<file path="src/rtl/alu_pkg.sv">
// alu_pkg: shared code width, decoder state encoding and one-hot helper
package alu_pkg;
  localparam int N = 4;
  localparam int W = 1 << N;
  typedef enum logic {IDLE, SWEEP} state_t;
  function automatic logic [W-1:0] onehot(input logic [N-1:0] code, input logic en);
    return en ? {{(W-1){1'b0}}, 1'b1} << code : '0;
  endfunction
endpackage

</file>
<file path="src/rtl/binary_decoder_core.sv">
// binary_decoder_core: combinational N-to-2**N one-hot decoder with enable
module binary_decoder_core
  import alu_pkg::*;
(
  input  logic [N-1:0] code,
  input  logic         en,
  output logic [W-1:0] onehot_out
);
  assign onehot_out = onehot(code, en);
endmodule

</file>
<file path="src/rtl/binary_decoder_seq.sv">
// binary_decoder_seq: registered one-hot decoder with valid/ready handshake and self-test sweep
module binary_decoder_seq
  import alu_pkg::*;
(
  input  logic         clk,
  input  logic         rst_n,
  input  logic         enable,
  input  logic         in_valid,
  output logic         in_ready,
  input  logic [N-1:0] binaryIn,
  input  logic         sweep_start,
  output logic         out_valid,
  input  logic         out_ready,
  output logic [W-1:0] decoderOut,
  output logic         busy
);
  state_t       state_q, state_d;
  logic [N-1:0] cnt_q, cnt_d;
  logic         out_valid_q, out_valid_d;
  logic [W-1:0] data_q, data_d, dec;
  logic         free, take_in, sweep_beat, load;
  // handshake qualifiers: the output slot is free when empty or being drained
  always_comb begin
    free       = !out_valid_q || out_ready;
    in_ready   = (state_q == IDLE) && free;
    take_in    = in_valid && in_ready;
    sweep_beat = (state_q == SWEEP) && free;
    load       = take_in || sweep_beat;
  end
  binary_decoder_core u_core (
    .code       (state_q == SWEEP ? cnt_q : binaryIn),
    .en         (enable),
    .onehot_out (dec)
  );
  // next state: a same-cycle input transfer wins over sweep_start; sweep ends after loading the last code
  always_comb begin
    state_d     = state_q;
    cnt_d       = cnt_q;
    out_valid_d = load ? 1'b1 : (out_ready ? 1'b0 : out_valid_q);
    data_d      = load ? dec : data_q;
    if (state_q == IDLE) begin
      if (sweep_start && !take_in) begin
        state_d = SWEEP;
        cnt_d   = '0;
      end
    end else if (free) begin
      cnt_d   = cnt_q + 1'b1;
      state_d = (cnt_q == '1) ? IDLE : SWEEP;
    end
  end
  // state and output registers; reset drops any in-flight beat
  always_ff @(posedge clk or negedge rst_n) begin
    if (!rst_n) begin
      state_q     <= IDLE;
      cnt_q       <= '0;
      out_valid_q <= 1'b0;
      data_q      <= '0;
    end else begin
      state_q     <= state_d;
      cnt_q       <= cnt_d;
      out_valid_q <= out_valid_d;
      data_q      <= data_d;
    end
  end
  assign out_valid  = out_valid_q;
  assign decoderOut = data_q;
  assign busy       = (state_q == SWEEP);
endmodule

</file>
<file path="config.mk">
export PLATFORM = sky130hd
export DESIGN_NAME = binary_decoder_seq
export DESIGN_NICKNAME = d
export VERILOG_FILES = /design/src/rtl/alu_pkg.sv /design/src/rtl/binary_decoder_core.sv /design/src/rtl/binary_decoder_seq.sv
export SDC_FILE = /design/constraint.sdc
export NUM_CORES = 1
export LEC_CHECK = 0
export BUFFER_PORTS_ARGS = -buffer_cell sky130_fd_sc_hd__buf_2
export CORE_MARGIN = 8
export CORE_UTILIZATION = 50
export DETAILED_ROUTE_END_ITERATION = 12
export GPL_TIMING_DRIVEN = 0
export PLACE_DENSITY = 0.78
export SLEW_MARGIN = 20
export SYNTH_ARGS = -nofsm -noshare
export SYNTH_HDL_FRONTEND = slang
export SYNTH_SLANG_ARGS = --single-unit
</file>
<file path="constraint.sdc">
create_clock -name clk -period 1.5 [get_ports clk]
set_input_delay 0.075 -clock clk [delete_from_list [all_inputs] [get_ports clk]]
set_output_delay 0.075 -clock clk [all_outputs]
set_load 0.01 [all_outputs]
</file>
==> results.toml, run 1 <==
[clock_tree]
cts_buffer_depth = 2
cts_root_buffer = "clkbuf_4"
htreeDepth = 1
cts-resized-gates = 0
cts_hold_buf = 2
clk_pin_slew_ps = 120
clkSinkCount = 22
numCtsBuffers = 3
postCtsSetupBuffers = 0
clock_latency_ps = 300
cts_tree = "done"

[die]
ios = 29
rows = 16
start_util = 0.536
core_sq_um = 1980
dieArea_sq_um = 3860
die_h_um = 62.1
die_x_um = 62.1

[sta]
post-route-min-period_ps = 1350
finalHoldViolations = 0
skew_ps = 2.25
rsz0062_at_grt = "false"
min_period_over_period = 0.900
holdWs_ps = 94.5
fin_setup_tns_ps = 0
worst_pin_slew_ps = 483
relSlewSlack = 0.678
setup_viol = 0
fmax_mhz = 741
final_max_slew_viol_count = 0

[setup_path]
crit_chain = "buf_2, nor2_1, buf_2"
cp-start-kind = "register"
critPathMaxFanout = 10
crit_type = "reg2out"
cp_common_cell = "buf_2"
slowest_delay_ps = 480
worst_ep_required_time_ps = 1420
cpMaxStageDelayCell = "dfrtp_1"
worstSetupEndpointType = "output port"
crit_arrival_ps = 1280

[finish]
antenna_cells = 0
nNetsFinal = 143
finalNonFillerCells = 158
drive_gt1_frac = 0.344
nFillCells = 164
multi_input_area_sq_um = 479
seq_area_sq_um = 551
area_growth_syn_to_layout_pct = 21.7

[synthesis]
synth.ff_latch_count = 22
avgSynthCellArea_sq_um = 11.0
synthFlopType = "dfrtp_1"
synth_cell_types = 30
yosysSeqAreaShare = 0.518
synthesis.area_sq_um = 1060
yosys.area.top_type_share = 0.518
yosys_warnings = 0
synth_edf_count = 0
synthesis.nets = 108
synthTopCellsByArea = "dfrtp_1 52%, a22o_1 13%, nand2_1 3.2%"
synth_largest_area_cell = "dfrtp_1"
syn_inst = 97
async_flop_share = 1.00

[route]
viasPerCell = 5.54
firstDrtPassIters = 4
detail-route-antenna-nets = 0
drc_errors = 0
dr.first_iter.drc_count = 20
wl_um = 2360
dr_total_vias = 875
wire_per_inst_um = 14.9

[pwr]
irDropWorstVdd_v = 0.000892
p_leak_nw = 0.646
p_per_area_nw_per_um2 = 1500

[grt]
grt_overflow_total = 0
antenna_found_initial = 0
grt_max_degree = 23
grt_pass1_vias = 846
grt_first_pass_wirelength_um = 3830
grtUsageTotal = 0.134

[placed_design]
gp_congestion = 0.756
io_buffers = 28
dp_hpwl_um = 1800
dpl.cell_count = 152

[outcome]
status = "completed"

[min_path]
min_path_type = "in2reg"

[flow_run]
drv_cap = 0
critical path, delay by kind of cell (launching register included):
family                 cells  cell delay (ps)
buffers and inverters      2              360
DFF                        1              480
and+or+nand+nor            1              140
state kept, by name (all words and copies together) (netlist names):
register / cells
busy: 1
out_valid: 1
decoderOut: 16
cnt_q: 4
cell families (layout without fill, tap and decap cells):
group / Yosys count / count (layout) / synth area share
AO/OA/AOI/OAI: 33 / 33 / 0.263
adder cells (fa/ha/maj): 1 / 1 / 0.0118
buffers and inverters: 7 / 41 / 0.0306
flip-flops: 22 / 22 / 0.518
multiplexers: 1 / 1 / 0.0106
AND/OR/NAND/NOR: 33 / 33 / 0.166
cell type report:
| cell class | instances | area share |
|---|---|---|
| repair buffers | 30 | 0.124 |
| flip-flops and latches | 22 | 0.426 |
| clock buffers | 4 | 0.0281 |
| plain buffers | 4 | 0.0165 |
| inverters | 3 | 0.00871 |
| well taps | 27 | 0.0261 |
| multi-input cells | 68 | 0.371 |
cell usage in the layout, fill, tap and decap left out, types with 2 or more instances in the layout:
| cell | n |
|---|---|
| clkbuf_4 | 3 |
| o32ai_2 | 2 |
| nand4_1 | 2 |
| dfrtp_1 | 22 |
| a22o_1 | 16 |
| nor2_2 | 3 |
| and3_1 | 2 |
| inv_1 | 3 |
| nor2_1 | 5 |
| buf_2 | 30 |
| a31oi_1 | 2 |
| nor3b_1 | 2 |
| o21ai_0 | 3 |
| dlygate4sd3_1 | 2 |
| nand2b_1 | 5 |
| nand2_1 | 9 |
| o21ai_1 | 4 |
path summary, 6_finish.rpt:
check / startpoint / endpoint / slack, ps / cells past startpoint
worst max-delay path: busy$_DFF_PN0_ / in_ready / 150 / 3
worst min-delay path: sweep_start / cnt_q[1]$_DFFE_PN0P_ / 90 / 4
worst max register to register: busy$_DFF_PN0_ / decoderOut[3]$_DFFE_PN0P_ / 160 / 4
worst min register to register: decoderOut[7]$_DFFE_PN0P_ / decoderOut[7]$_DFFE_PN0P_ / 510 / 1
max in group asynchronous: rst_n / decoderOut[4]$_DFFE_PN0P_ / 930 / 2
min in group asynchronous: rst_n / decoderOut[10]$_DFFE_PN0P_ / 250 / 2
power by group:
part | switching, mW | leakage, nW | internal (mW)
clock | 0.171 | 0.0210 | 0.148
combinational | 0.403 | 0.338 | 0.351
sequential | 0.149 | 0.287 | 0.718
total | 0.723 | 0.646 | 1.22
layer usage:
metal  track usage  share of wire
met1         0.172           0.45
met2         0.214           0.47
met4        0.0487          0.011
met3        0.0288          0.067
met5             0              0
synth_stat cells, types with 2 or more instances:
cell type,count
nand4_1,2
o21ai_0,3
buf_2,2
nor2_1,5
a31oi_1,2
inv_1,3
nand2_1,9
nor3b_1,2
dfrtp_1,22
o32ai_2,2
and3_1,2
o21ai_1,4
nand2b_1,5
nor2_2,3
a22o_1,16
per-stage QoR:
| step | setup WS, ps | utilization | total power, mW | instance area (sq um) |
|---|---|---|---|---|
| after detailed placement | 190 | 0.624 | 1.63 | 1240 |
| after global routing | 55.3 | 0.652 | 2.10 | 1290 |
| after global placement | 187 | 0.624 | 1.60 | 1240 |
| after CTS | 130 | 0.652 | 1.95 | 1290 |
| final | 150 | 0.652 | 1.94 | 1290 |
| after floorplan | 300 | - | 1.40 | 1060 |
No activity file was read; power rests on OpenSTA's default activity.
==> run 2: changes to the inputs <==
- CORE_UTILIZATION: 50 -> 52
- CTS_CLUSTER_SIZE: not set -> 20
- PLACE_DENSITY: 0.78 -> 0.79
- SYNTH_HIERARCHICAL: not set -> 1
==> results.toml, run 2 <==
[route]
viasPerCell = 5.59
firstDrtPassIters = 5
wl_um = 2470
detail-route-antenna-nets = 0
drc_errors = 0
dr_total_vias = 916
wire_per_inst_um = 15.0
dr.first_iter.drc_count = 18

[synthesis]
yosysSeqAreaShare = 0.469
synth.ff_latch_count = 22
synth_largest_area_cell = "dfrtp_1"
avgSynthCellArea_sq_um = 11.9
synth_commonest_cells = "22 x dfrtp_1, 13 x nor2_1, 10 x mux2_4, 9 x mux2_2, 4 x nand2_1"
synthTopCellsByArea = "dfrtp_1 47%, mux2_4 13%, mux2_2 8.6%"
synth_cell_types = 35
yosysMostFrequentCell = "dfrtp_1"
async_flop_share = 1.00
yosys.area.top_type_share = 0.469
synth_edf_count = 0
yosys_warnings = 6
synthesis.area_sq_um = 1170
synthesis.nets = 110
synthFlopType = "dfrtp_1"
syn_inst = 99

[clock_tree]
clock_latency_ps = 300
cts_buffer_depth = 2
cts_root_buffer = "clkbuf_4"
clk_pin_slew_ps = 110
clkSinkCount = 22
numCtsBuffers = 3
cts_tree = "done"
htreeDepth = 1

[pwr]
irDropWorstVdd_v = 0.00102
p_leak_nw = 0.748
p_per_area_nw_per_um2 = 1650

[placed_design]
placed_cell_area_sq_um = 1360
pre_cts_slack_ps = -136
dp_hpwl_um = 1870
io_buffers = 28
gp_congestion = 0.797

[setup_path]
crit_arrival_ps = 1870
crit_type = "reg2reg"
r2r_slack_ps = -130
cp_num_buf_inv = 1
worst_ep_required_time_ps = 1750
slowest_delay_ps = 420
cpMaxStageDelayCell = "dfrtp_1"
path_delay_family = "simple AND/OR/NAND/NOR gates"
crit_chain = "buf_6, mux2_4, or3b_4, nor3_2, mux2_2"
critPathMaxFanout = 7
cp-start-kind = "register"
worstSetupEndpointType = "register"

[die]
die_h_um = 63.5
dieArea_sq_um = 4040
die_x_um = 63.5
start_util = 0.542
ios = 29
core_sq_um = 2170
rows = 17

[grt]
grtUsageTotal = 0.127
antenna_found_initial = 0
grt_max_degree = 23
grt_first_pass_wirelength_um = 4240
grt_overflow_total = 0
grt_pass1_vias = 966

[sta]
post-route-min-period_ps = 1630
min_period_over_period = 1.09
relSlewSlack = 0.682
skew_ps = 7.52
rsz0062_at_grt = "true"
fmax_mhz = 614
final_max_slew_viol_count = 0
finalWorstSetupSlack_ps = -129
worst_pin_slew_ps = 478
setup_viol = 16
finalHoldViolations = 0

[finish]
drive_gt1_frac = 0.537
antenna_cells = 0
fin_area_sq_um = 1490
final_common_cell = "buf_2"
area_growth_syn_to_layout_pct = 26.4
nFillCells = 171
fin_util = 0.685
mostFrequentLayoutCells = "28 x buf_2, 22 x dfrtp_1, 13 x mux2_4"
largest_reg_flops = 16
nNetsFinal = 149

[min_path]
min_path_type = "in2reg"

[flow_run]
drv_cap = 0

[outcome]
failed_checks = "negative setup slack"
status = "finished, violations left"
==> run 2: cell types whose count changed in the layout (fill, tap and decap cells not counted), moves of 3 or more <==
cell	previous run	this run
o21ai_1	4	0
nand2_1	9	4
o21ai_0	3	0
mux2_4	0	13
mux2_2	1	6
a22o_1	16	0
nand2b_1	5	2
buf_6	0	3
nor2_1	5	10
==> run 2: path summary, 6_finish.rpt <==
check                                            from                         end  cells past startpoint
hold reg to reg            decoderOut[10]$_DFFE_PN0P_  decoderOut[10]$_DFFE_PN0P_                      1
hold / removal                               in_valid       out_valid$_DFFE_PN0P_                      2
min in group asynchronous                       rst_n   decoderOut[4]$_DFFE_PN0P_                      2
setup reg to reg                       busy$_DFF_PN0_   decoderOut[0]$_DFFE_PN0P_                      5
setup / recovery                       busy$_DFF_PN0_   decoderOut[0]$_DFFE_PN0P_                      5
max in group asynchronous                       rst_n        cnt_q[0]$_DFFE_PN0P_                      2
==> run 2: worst reg2reg max path: stages, from the launching register on <==
cell and delay (ps):
dfrtp_1 420, buf_6 140, mux2_4 330, or3b_4 420
nor3_2 110, mux2_2 160
==> run 2: per-layer routing <==
metal,GRT usage,vias up,share of wire
met5,0,-,0
met4,0.0613,0,0.013
met3,0.0389,4,0.064
met2,0.214,29,0.50
met1,0.141,454,0.42
li1,-,429,-
==> run 2: through the flow <==
stage / total power [mW] / TNS (ps) / std cells / hold slack [ps]
after floorplan: 1.68 / -475 / 99 / -221
after global placement: 1.92 / -775 / 155 / 58.8
after detailed placement: 1.97 / -1070 / 155 / 63.9
after CTS: 2.33 / -429 / 163 / 42.9
after global routing: 2.62 / -2160 / 164 / 30.5
final: 2.46 / -1440 / 164 / 47.2
==> run 2: area by class of cell <==
cell class | count | area (sq um) | area share
Multi-Input combinational cell | 72 | 638 | 0.430
Timing Repair Buffer | 34 | 195 | 0.131
Buffer | 3 | 36.3 | 0.0244
Sequential cell | 22 | 551 | 0.371
Clock buffer | 3 | 22.5 | 0.0152
Tap cell | 28 | 35.0 | 0.0236
Inverter | 2 | 7.51 | 0.00505
==> run 2: power breakdown <==
part,internal (mW),switching [mW]
clock,0.0936,0.164
combinational,0.669,0.679
sequential,0.736,0.116
total,1.50,0.960
==> run 2: kinds of logic (layout without fill, tap and decap cells) <==
family | after synthesis | in the layout | share of synthesized area
simple gates | 41 | 41 | 0.202
buf+inv | 5 | 42 | 0.0319
mux | 20 | 20 | 0.223
xor+xnor | 1 | 1 | 0.00746
fa+ha+maj | 1 | 1 | 0.0106
flops | 22 | 22 | 0.469
compound gates | 9 | 9 | 0.0565
==> run 2: timing repair <==
item | CTS | global route
gates resized for setup | 2 | 9
endpoints found under the hold margin | 22 | 0
setup buffers | 4 | 1
hold buffers | 1 | 0
pin swaps | 3 | 3
endpoints found under the setup margin | 16 | 16
==> run 3: changes to the inputs <==
- CAP_MARGIN: not set -> 15
- CELL_PAD_IN_SITES_DETAIL_PLACEMENT: not set -> 1
- CELL_PAD_IN_SITES_GLOBAL_PLACEMENT: not set -> 2
- CORE_UTILIZATION: 52 -> 33
- PLACE_DENSITY: 0.79 -> 0.78
==> results.toml, run 3 (same netlist as run 2, synthesis figures left out) <==
[outcome]
status = "finished, violations left"
failed_checks = "negative setup slack"

[clock_tree]
htreeDepth = 1
cts_buffer_depth = 2
clock_latency_ps = 310
cts_tree = "done"
clk_pin_slew_ps = 130
cts_root_buffer = "clkbuf_4"
numCtsBuffers = 3
clkSinkCount = 22

[die]
dieArea_sq_um = 5730
die_x_um = 75.7
rows = 21
core_sq_um = 3390
ios = 29
start_util = 0.347
die_h_um = 75.7

[finish]
area_growth_syn_to_layout_pct = 34.6
fin_area_sq_um = 1580
finalNonFillerCells = 186
drive_gt1_frac = 0.564
nNetsFinal = 152
nFillCells = 381
fin_util = 0.467
largest_reg_flops = 16
mostFrequentLayoutCells = "28 x buf_2, 22 x dfrtp_1, 14 x mux2_4"
final_common_cell = "buf_2"
antenna_cells = 0

[sta]
rsz0062_at_grt = "true"
finalHoldViolations = 0
relSlewSlack = 0.650
worst_pin_slew_ps = 524
skew_ps = 4.56
fin_setup_tns_ps = -1540
holdWs_ps = 39.1
fmax_mhz = 610
setup_viol = 16
post-route-min-period_ps = 1640
final_max_slew_viol_count = 0
finalWorstSetupSlack_ps = -140
min_period_over_period = 1.09

[setup_path]
critPathMaxFanout = 5
crit_arrival_ps = 1910
worst_ep_required_time_ps = 1770
slowest_delay_ps = 440
path_delay_family = "simple AND/OR/NAND/NOR gates"
crit_chain = "buf_6, mux2_4, or3b_4, nor3_4, mux2_2"
worstSetupEndpointType = "register"
cp-start-kind = "register"
cpMaxStageDelayCell = "or3b_4"
crit_type = "reg2reg"
cp_num_buf_inv = 1

[route]
firstDrtPassIters = 4
wl_um = 3180
viasPerCell = 4.89
dr_total_vias = 910
detail-route-antenna-nets = 0
wire_per_inst_um = 17.1
drc_errors = 0
dr.first_iter.drc_count = 23

[pwr]
total_power_mw = 2.71
p_leak_nw = 0.791
p_per_area_nw_per_um2 = 1710
irDropWorstVdd_v = 0.000711

[placed_design]
pre_cts_slack_ps = -213
gp_congestion = 0.786
io_buffers = 28
dp_hpwl_um = 2230
dpl.cell_count = 173
placed_cell_area_sq_um = 1390

[grt]
grtUsageTotal = 0.120
grt_first_pass_wirelength_um = 5130
grt_overflow_total = 0
grt_pass1_vias = 1044
grt_max_degree = 23
antenna_found_initial = 0

[flow_run]
drv_cap = 0

[min_path]
min_path_type = "in2reg"
run 3: metal layers:
layer	part of all wire	track usage
met2	0.53	0.210
met4	0.0060	0.0469
met5	0	0
met1	0.42	0.138
met3	0.040	0.0250
run 3: layout make-up:
cell class,instances,area (sq um),share of cell area
plain buffers,3,36.3,0.0229
multi-input cells,72,651,0.411
well taps,46,57.6,0.0364
repair buffers,37,230,0.146
flip-flops and latches,22,551,0.348
inverters,2,20.0,0.0127
clock buffers,4,36.3,0.0229
run 3: timing repair:
item	in CTS	in global routing
pin swaps	4	2
buffers inserted	7	1
endpoints found under the hold margin	22	0
gates resized for setup	5	13
hold buffers	1	0
setup endpoints to repair	16	16
run 3: worst paths after layout:
path,endpoint,slack [ps],from,depth (start not counted)
worst min register to register,decoderOut[1]$_DFFE_PN0P_,520,decoderOut[1]$_DFFE_PN0P_,1
worst max-delay path,decoderOut[0]$_DFFE_PN0P_,-140,busy$_DFF_PN0_,5
min in group asynchronous,decoderOut[9]$_DFFE_PN0P_,250,rst_n,2
worst max register to register,decoderOut[0]$_DFFE_PN0P_,-140,busy$_DFF_PN0_,5
worst min-delay path,out_valid$_DFFE_PN0P_,40,in_valid,2
max in group asynchronous,cnt_q[0]$_DFFE_PN0P_,900,rst_n,2
run 3: where the power goes:
part           internal (mW)  switching, mW
logic                  0.758          0.754
clock network          0.148          0.190
registers              0.735          0.119
